File: src/rtl/fifo_pkg.sv
// Shared defaults and occupancy-state type for the FIFO-to-AXI-Stream drain.
// Holds the default word width, default packet length and the EMPTY/ONE/TWO enum.
package fifo_pkg;

    localparam int F_WIDTH_DEF = 8;
    localparam int PKT_LEN_DEF = 4;

    typedef enum logic [1:0] {
        EMPTY = 2'd0,
        ONE   = 2'd1,
        TWO   = 2'd2
    } occ_t;

endpackage

File: src/rtl/axis_skid_reg.sv
// Two-entry (main + skid) output buffer between a show-ahead FIFO and an AXI-Stream sink.
// Ports: clk, rst (async, active-low), in_data/in_push (word accepted this edge),
//        out_ready (sink ready), out_data/out_valid (stream head), full (both entries used).
module axis_skid_reg
    import fifo_pkg::*;
#(
    parameter int W = F_WIDTH_DEF
) (
    input  logic         clk,
    input  logic         rst,
    input  logic [W-1:0] in_data,
    input  logic         in_push,
    input  logic         out_ready,
    output logic [W-1:0] out_data,
    output logic         out_valid,
    output logic         full
);

    occ_t         state;
    logic [W-1:0] main_q;
    logic [W-1:0] skid_q;
    logic         valid_q;
    logic         full_q;
    logic         xfer;

    assign xfer = valid_q & out_ready;

    always_ff @(posedge clk or negedge rst) begin
        if (!rst) begin
            state   <= EMPTY;
            main_q  <= '0;
            skid_q  <= '0;
            valid_q <= 1'b0;
            full_q  <= 1'b0;
        end else begin
            unique case (state)
                EMPTY: begin
                    if (in_push) begin
                        main_q  <= in_data;
                        valid_q <= 1'b1;
                        state   <= ONE;
                    end
                end
                ONE: begin
                    if (in_push && xfer) begin
                        main_q <= in_data;
                    end else if (in_push) begin
                        // Sink stalled: park the new word behind the head.
                        skid_q <= in_data;
                        full_q <= 1'b1;
                        state  <= TWO;
                    end else if (xfer) begin
                        valid_q <= 1'b0;
                        state   <= EMPTY;
                    end
                end
                TWO: begin
                    // No pop can arrive here; the caller gates it with full.
                    if (xfer) begin
                        main_q <= skid_q;
                        full_q <= 1'b0;
                        state  <= ONE;
                    end
                end
                default: begin
                    valid_q <= 1'b0;
                    full_q  <= 1'b0;
                    state   <= EMPTY;
                end
            endcase
        end
    end

    assign out_data  = main_q;
    assign out_valid = valid_q;
    assign full      = full_q;

endmodule

File: src/rtl/fifo_axis_drain.sv
// Drains a show-ahead FIFO onto an AXI-Stream master port with optional tlast framing.
// Ports: clk, rst (async, active-low), fifo_dout/fifo_empty/fifo_deq (FIFO side),
//        m_tdata/m_tvalid/m_tready/m_tlast (stream side).
// Build option: define FIFO_DRAIN_TLAST_EN to enable the PKT_LEN beat counter and m_tlast.
module fifo_axis_drain
    import fifo_pkg::*;
#(
    parameter int F_WIDTH = F_WIDTH_DEF,
    parameter int PKT_LEN = PKT_LEN_DEF
) (
    input  logic               clk,
    input  logic               rst,
    input  logic [F_WIDTH-1:0] fifo_dout,
    input  logic               fifo_empty,
    output logic               fifo_deq,
    output logic [F_WIDTH-1:0] m_tdata,
    output logic               m_tvalid,
    input  logic               m_tready,
    output logic               m_tlast
);

    logic full;
    logic pop;

    // Reset holds the request low so nothing is lost from the FIFO.
    assign fifo_deq = rst & ~fifo_empty & ~full;
    assign pop      = fifo_deq & ~fifo_empty;

    axis_skid_reg #(
        .W(F_WIDTH)
    ) u_skid (
        .clk      (clk),
        .rst      (rst),
        .in_data  (fifo_dout),
        .in_push  (pop),
        .out_ready(m_tready),
        .out_data (m_tdata),
        .out_valid(m_tvalid),
        .full     (full)
    );

`ifdef FIFO_DRAIN_TLAST_EN
    localparam int CW = $clog2(PKT_LEN);
    localparam logic [CW-1:0] LAST = CW'(PKT_LEN - 1);

    logic [CW-1:0] beat;

    always_ff @(posedge clk or negedge rst) begin
        if (!rst) begin
            beat <= '0;
        end else if (m_tvalid && m_tready) begin
            beat <= (beat == LAST) ? '0 : beat + CW'(1);
        end
    end

    assign m_tlast = m_tvalid & (beat == LAST);
`else
    logic unused_cfg;

    assign unused_cfg = (PKT_LEN > 0);
    assign m_tlast    = 1'b0;
`endif

endmodule

File: config.mk
export PLATFORM = sky130hd
export DESIGN_NAME = fifo_axis_drain
export DESIGN_NICKNAME = d
export VERILOG_FILES = /design/src/rtl/fifo_pkg.sv /design/src/rtl/axis_skid_reg.sv /design/src/rtl/fifo_axis_drain.sv
export SDC_FILE = /design/constraint.sdc
export NUM_CORES = 1
export LEC_CHECK = 0
export CORE_MARGIN = 10
export CORE_UTILIZATION = 50
export CTS_BUF_LIST = sky130_fd_sc_hd__clkbuf_16
export CTS_CLUSTER_DIAMETER = 100
export DETAILED_ROUTE_END_ITERATION = 10
export PLACE_DENSITY = 0.82
export SYNTH_ARGS = -nofsm -noshare
export SYNTH_HDL_FRONTEND = slang
export SYNTH_SLANG_ARGS = --single-unit
File: constraint.sdc
create_clock -name clk -period 2.5 [get_ports clk]
set_input_delay 0.5 -clock clk [delete_from_list [all_inputs] [get_ports clk]]
set_output_delay 0.5 -clock clk [all_outputs]
set_load 0.01 [all_outputs]
==> impl_metrics.xml <==
<?xml version="1.0" encoding="UTF-8"?>
<metrics>
  <group name="worst_hold_path">
    <metric name="min-delay-path-class" unit="">reg2reg</metric>
    <metric name="timing.hold.worst_path_depth" unit="">1</metric>
    <metric name="hold_path_end" unit="">u_skid.skid_q[0]$_DFFE_PN0P_</metric>
    <metric name="hold_path.startpoint" unit="">u_skid.skid_q[0]$_DFFE_PN0P_</metric>
  </group>
  <group name="flow_run">
    <metric name="number_of_max_cap_violations" unit="">0</metric>
  </group>
  <group name="route">
    <metric name="drt-met1-wl" unit="um">840</metric>
    <metric name="post_drt_wl_per_cell" unit="um">16.0</metric>
    <metric name="drc_errors" unit="">0</metric>
    <metric name="num_vias" unit="">664</metric>
    <metric name="drt-pass1-iter-count" unit="">4</metric>
    <metric name="met3RoutedLength" unit="um">135</metric>
    <metric name="wl_met2" unit="um">974</metric>
    <metric name="totalWireLength" unit="um">1990</metric>
    <metric name="via_to_cell_ratio" unit="">5.35</metric>
    <metric name="detailedRoute.firstIterationViolations" unit="">20</metric>
    <metric name="top_signal_layer_used" unit="">met4</metric>
    <metric name="antenna_violating_nets_post_route" unit="">0</metric>
  </group>
  <group name="floorplan">
    <metric name="die_height" unit="um">62.3</metric>
    <metric name="initial_utilization" unit="%">52.4</metric>
    <metric name="placeableCoreArea" unit="sq um">1710</metric>
    <metric name="fp-row-count" unit="">15</metric>
    <metric name="die_area" unit="sq um">3880</metric>
    <metric name="io_pins" unit="">23</metric>
    <metric name="die_w" unit="um">62.3</metric>
  </group>
  <group name="critical_path">
    <metric name="timing.rr.end" unit="">u_skid.out_data[5]$_DFFE_PN0P_</metric>
    <metric name="critical_path_arrival" unit="ns">1.86</metric>
    <metric name="cpPeakStageDelay" unit="ns">0.60</metric>
    <metric name="cpMaxStageDelayCell" unit="">sky130_fd_sc_hd__clkdlybuf4s50_1</metric>
    <metric name="worst_r2r_startpoint" unit="">u_skid.out_valid$_DFFE_PN0P_</metric>
    <metric name="timing.critical_path.to_type" unit="">primary output</metric>
    <metric name="timing.critical_path.from_type" unit="">input port</metric>
    <metric name="critical_path_class" unit="">in2out</metric>
    <metric name="rrSetupSlack" unit="ns">0.84</metric>
    <metric name="crit_top_cell" unit="">sky130_fd_sc_hd__clkdlybuf4s50_1</metric>
    <metric name="setup.worst_path.start" unit="">rst</metric>
    <metric name="critical_path_required" unit="ns">2.00</metric>
    <metric name="crit_chain" unit="">clkdlybuf4s50_1 -&gt; nor3b_2 -&gt; clkdlybuf4s50_1</metric>
    <metric name="reg2reg_depth" unit="">4</metric>
    <metric name="worst-path-max-fanout" unit="">3</metric>
  </group>
  <group name="synthesis">
    <metric name="netlist-cell-type-count" unit="">19</metric>
    <metric name="number_of_instances_in_the_synthesized_netlist" unit="">75</metric>
    <metric name="netlist_area" unit="sq um">895</metric>
    <metric name="mappedNetlistNets" unit="">87</metric>
    <metric name="syn-mean-instance-area" unit="sq um">11.9</metric>
    <metric name="synth-seq-area-share" unit="%">55.9</metric>
    <metric name="synth_seq_cells" unit="">20</metric>
    <metric name="synth_warnings" unit="">0</metric>
  </group>
  <group name="power">
    <metric name="leakage_component_of_the_power" unit="nW">0.496</metric>
    <metric name="total_power" unit="mW">1.40</metric>
    <metric name="pwr_density_cell" unit="nW/um^2">1160</metric>
    <metric name="vdd.ir_drop.worst" unit="uV">715</metric>
  </group>
  <group name="clock_network">
    <metric name="tritoncts" unit="">yes</metric>
    <metric name="post_cts_gate_resize_count" unit="">0</metric>
    <metric name="cts.clk_slew.worst_paths" unit="ns">0.05</metric>
    <metric name="cts.sink_count" unit="">20</metric>
    <metric name="clock_tree.root_cell" unit="">sky130_fd_sc_hd__clkbuf_16</metric>
    <metric name="cts.hold.buffers_added" unit="">0</metric>
    <metric name="clock_latency" unit="ns">0.25</metric>
    <metric name="cts-htree-levels" unit="">1</metric>
    <metric name="cts-buffers-inserted" unit="">3</metric>
    <metric name="post_cts.repair.setup_buffers" unit="">0</metric>
    <metric name="cts.path.max_buffers" unit="">2</metric>
  </group>
  <group name="global_route">
    <metric name="via_count_of_the_first_global_routing_pass" unit="">734</metric>
    <metric name="gr-total-overflow" unit="">0</metric>
    <metric name="grt_first_pass_wirelength" unit="um">3450</metric>
    <metric name="grt_start_max_net_pins" unit="">21</metric>
    <metric name="antenna_found_initial" unit="">0</metric>
    <metric name="total_routing_usage_gr" unit="%">10.8</metric>
  </group>
  <group name="layout">
    <metric name="final_cell_count_no_fill" unit="">124</metric>
    <metric name="layout-drive-gt1-share" unit="%">19.2</metric>
    <metric name="flow.area_growth_from_synthesis" unit="%">35.0</metric>
    <metric name="final_util" unit="%">70.7</metric>
    <metric name="layout.nets" unit="">113</metric>
    <metric name="antenna_cells_inserted" unit="">0</metric>
  </group>
  <group name="place">
    <metric name="io_buffers" unit="">21</metric>
    <metric name="detailed_place_hpwl" unit="um">1440</metric>
    <metric name="gp_congestion" unit="">0.775</metric>
    <metric name="placed_cells_incl_taps" unit="">121</metric>
  </group>
  <group name="timing">
    <metric name="worst_hold_slack" unit="ns">0.508</metric>
    <metric name="rsz0062_at_grt" unit="">false</metric>
    <metric name="worst_slew_pin_slew" unit="ns">0.621</metric>
    <metric name="maxSlewHeadroom" unit="%">58.6</metric>
    <metric name="clock-skew-final" unit="ns">0.00104</metric>
    <metric name="drv_slew" unit="">0</metric>
    <metric name="totalNegativeSetupSlack" unit="ns">0</metric>
    <metric name="timing.fmax" unit="MHz">424</metric>
    <metric name="finalWorstPathRequiredPeriod" unit="ns">2.36</metric>
    <metric name="report.final.hold_viol_count" unit="">0</metric>
    <metric name="fin_crit_sh" unit="%">94.3</metric>
    <metric name="finalSetupViolations" unit="">0</metric>
  </group>
  <group name="outcome">
    <metric name="outcome" unit="">finished clean</metric>
  </group>
</metrics>
## worst max-delay path by stage
stage                                        end  slack [ns]  depth (start not counted)
floorplan           u_skid.skid_q[0]$_DFFE_PN0P_        0.88                          3
global placement                        fifo_deq        0.21                          3
detailed placement                      fifo_deq         0.1                          3
CTS                                     fifo_deq         0.1                          3
global route                            fifo_deq        0.06                          3
finish                                  fifo_deq        0.14                          3
## power breakdown
| group | internal (mW) | leakage (nW) | switching (mW) |
|---|---|---|---|
| sequential | 0.477 | 0.247 | 0.0965 |
| combinational | 0.276 | 0.212 | 0.236 |
| clock | 0.210 | 0.0370 | 0.105 |
| total | 0.963 | 0.496 | 0.437 |
## cell usage in the layout (no fill, tap or decap)
cell type and count:
sky130_fd_sc_hd__nor2b_1 1, sky130_fd_sc_hd__o21ai_1 8, sky130_fd_sc_hd__inv_1 2, sky130_fd_sc_hd__nand2_2 1, sky130_fd_sc_hd__mux2_2 8, sky130_fd_sc_hd__a21oi_1 4, sky130_fd_sc_hd__maj3_2 1, sky130_fd_sc_hd__nand2_1 3
sky130_fd_sc_hd__buf_4 2, sky130_fd_sc_hd__nor2_2 2, sky130_fd_sc_hd__or2_0 1, sky130_fd_sc_hd__dfrtp_1 20, sky130_fd_sc_hd__conb_1 1, sky130_fd_sc_hd__o21ai_0 10, sky130_fd_sc_hd__nor3b_2 1, sky130_fd_sc_hd__clkbuf_16 3
sky130_fd_sc_hd__o211ai_1 1, sky130_fd_sc_hd__mux2i_1 8, sky130_fd_sc_hd__nand3_2 1, sky130_fd_sc_hd__clkdlybuf4s50_1 21
## area by class of cell
cell class	count	area (sq um)
Fill cell	137	500
Multi-Input combinational cell	51	368
Sequential cell	20	500
Tap cell	25	31.3
Inverter	2	7.51
Clock buffer	3	75.1
Timing Repair Buffer	23	225
## worst max-delay path: cells and delay by family
family | cells | cell delay [ns]
buffers and inverters | 2 | 1.08
and+or+nand+nor | 1 | 0.28
## Yosys cell counts
master | instances | share of area (%)
sky130_fd_sc_hd__dfrtp_1 | 20 | 56
sky130_fd_sc_hd__o21ai_0 | 10 | 5.6
sky130_fd_sc_hd__mux2_2 | 8 | 10
sky130_fd_sc_hd__mux2i_1 | 8 | 9.0
sky130_fd_sc_hd__o21ai_1 | 8 | 4.5
sky130_fd_sc_hd__a21oi_1 | 4 | 2.2
sky130_fd_sc_hd__nand2_1 | 3 | 1.3
sky130_fd_sc_hd__inv_1 | 2 | 0.84
sky130_fd_sc_hd__nor2_2 | 2 | 1.4
sky130_fd_sc_hd__buf_4 | 1 | 0.84
sky130_fd_sc_hd__buf_6 | 1 | 1.3
sky130_fd_sc_hd__conb_1 | 1 | 0.42
sky130_fd_sc_hd__maj3_2 | 1 | 1.3
sky130_fd_sc_hd__nand2_2 | 1 | 0.70
sky130_fd_sc_hd__nand3_2 | 1 | 1.1
sky130_fd_sc_hd__nor2b_1 | 1 | 0.70
sky130_fd_sc_hd__nor3b_2 | 1 | 1.4
sky130_fd_sc_hd__o211ai_1 | 1 | 0.84
sky130_fd_sc_hd__or2_0 | 1 | 0.70
## sequential cells by signal, indices dropped and copies added (netlist names)
signal and count:
u_skid.state 2, u_skid.out_valid 1, u_skid.skid_q 8, u_skid.out_data 8
u_skid.full 1
## cells by family after synthesis
kind of cell / count (synthesis) / synth area share, %
compound gates: 23 / 13.1
fa+ha+maj: 1 / 1.26
buf+inv: 4 / 2.94
flops: 20 / 55.9
mux: 16 / 19.0
other cells: 1 / 0.419
simple gates: 10 / 7.27
## metrics by stage
| stage | instance area, sq um | worst slack (ns) |
|---|---|---|
| after floorplan | 895 | 0.876 |
| after global placement | 1130 | 0.212 |
| after detailed placement | 1130 | 0.0961 |
| after CTS | 1210 | 0.0968 |
| after global routing | 1210 | 0.0606 |
| final | 1210 | 0.142 |
## metal layers
layer,up-vias,track usage (%)
met5,-,0
met4,0,5.03
met3,5,3.94
met2,23,18.1
met1,323,11.7
li1,313,-
Note: power is estimated with default switching activity, not from simulation.
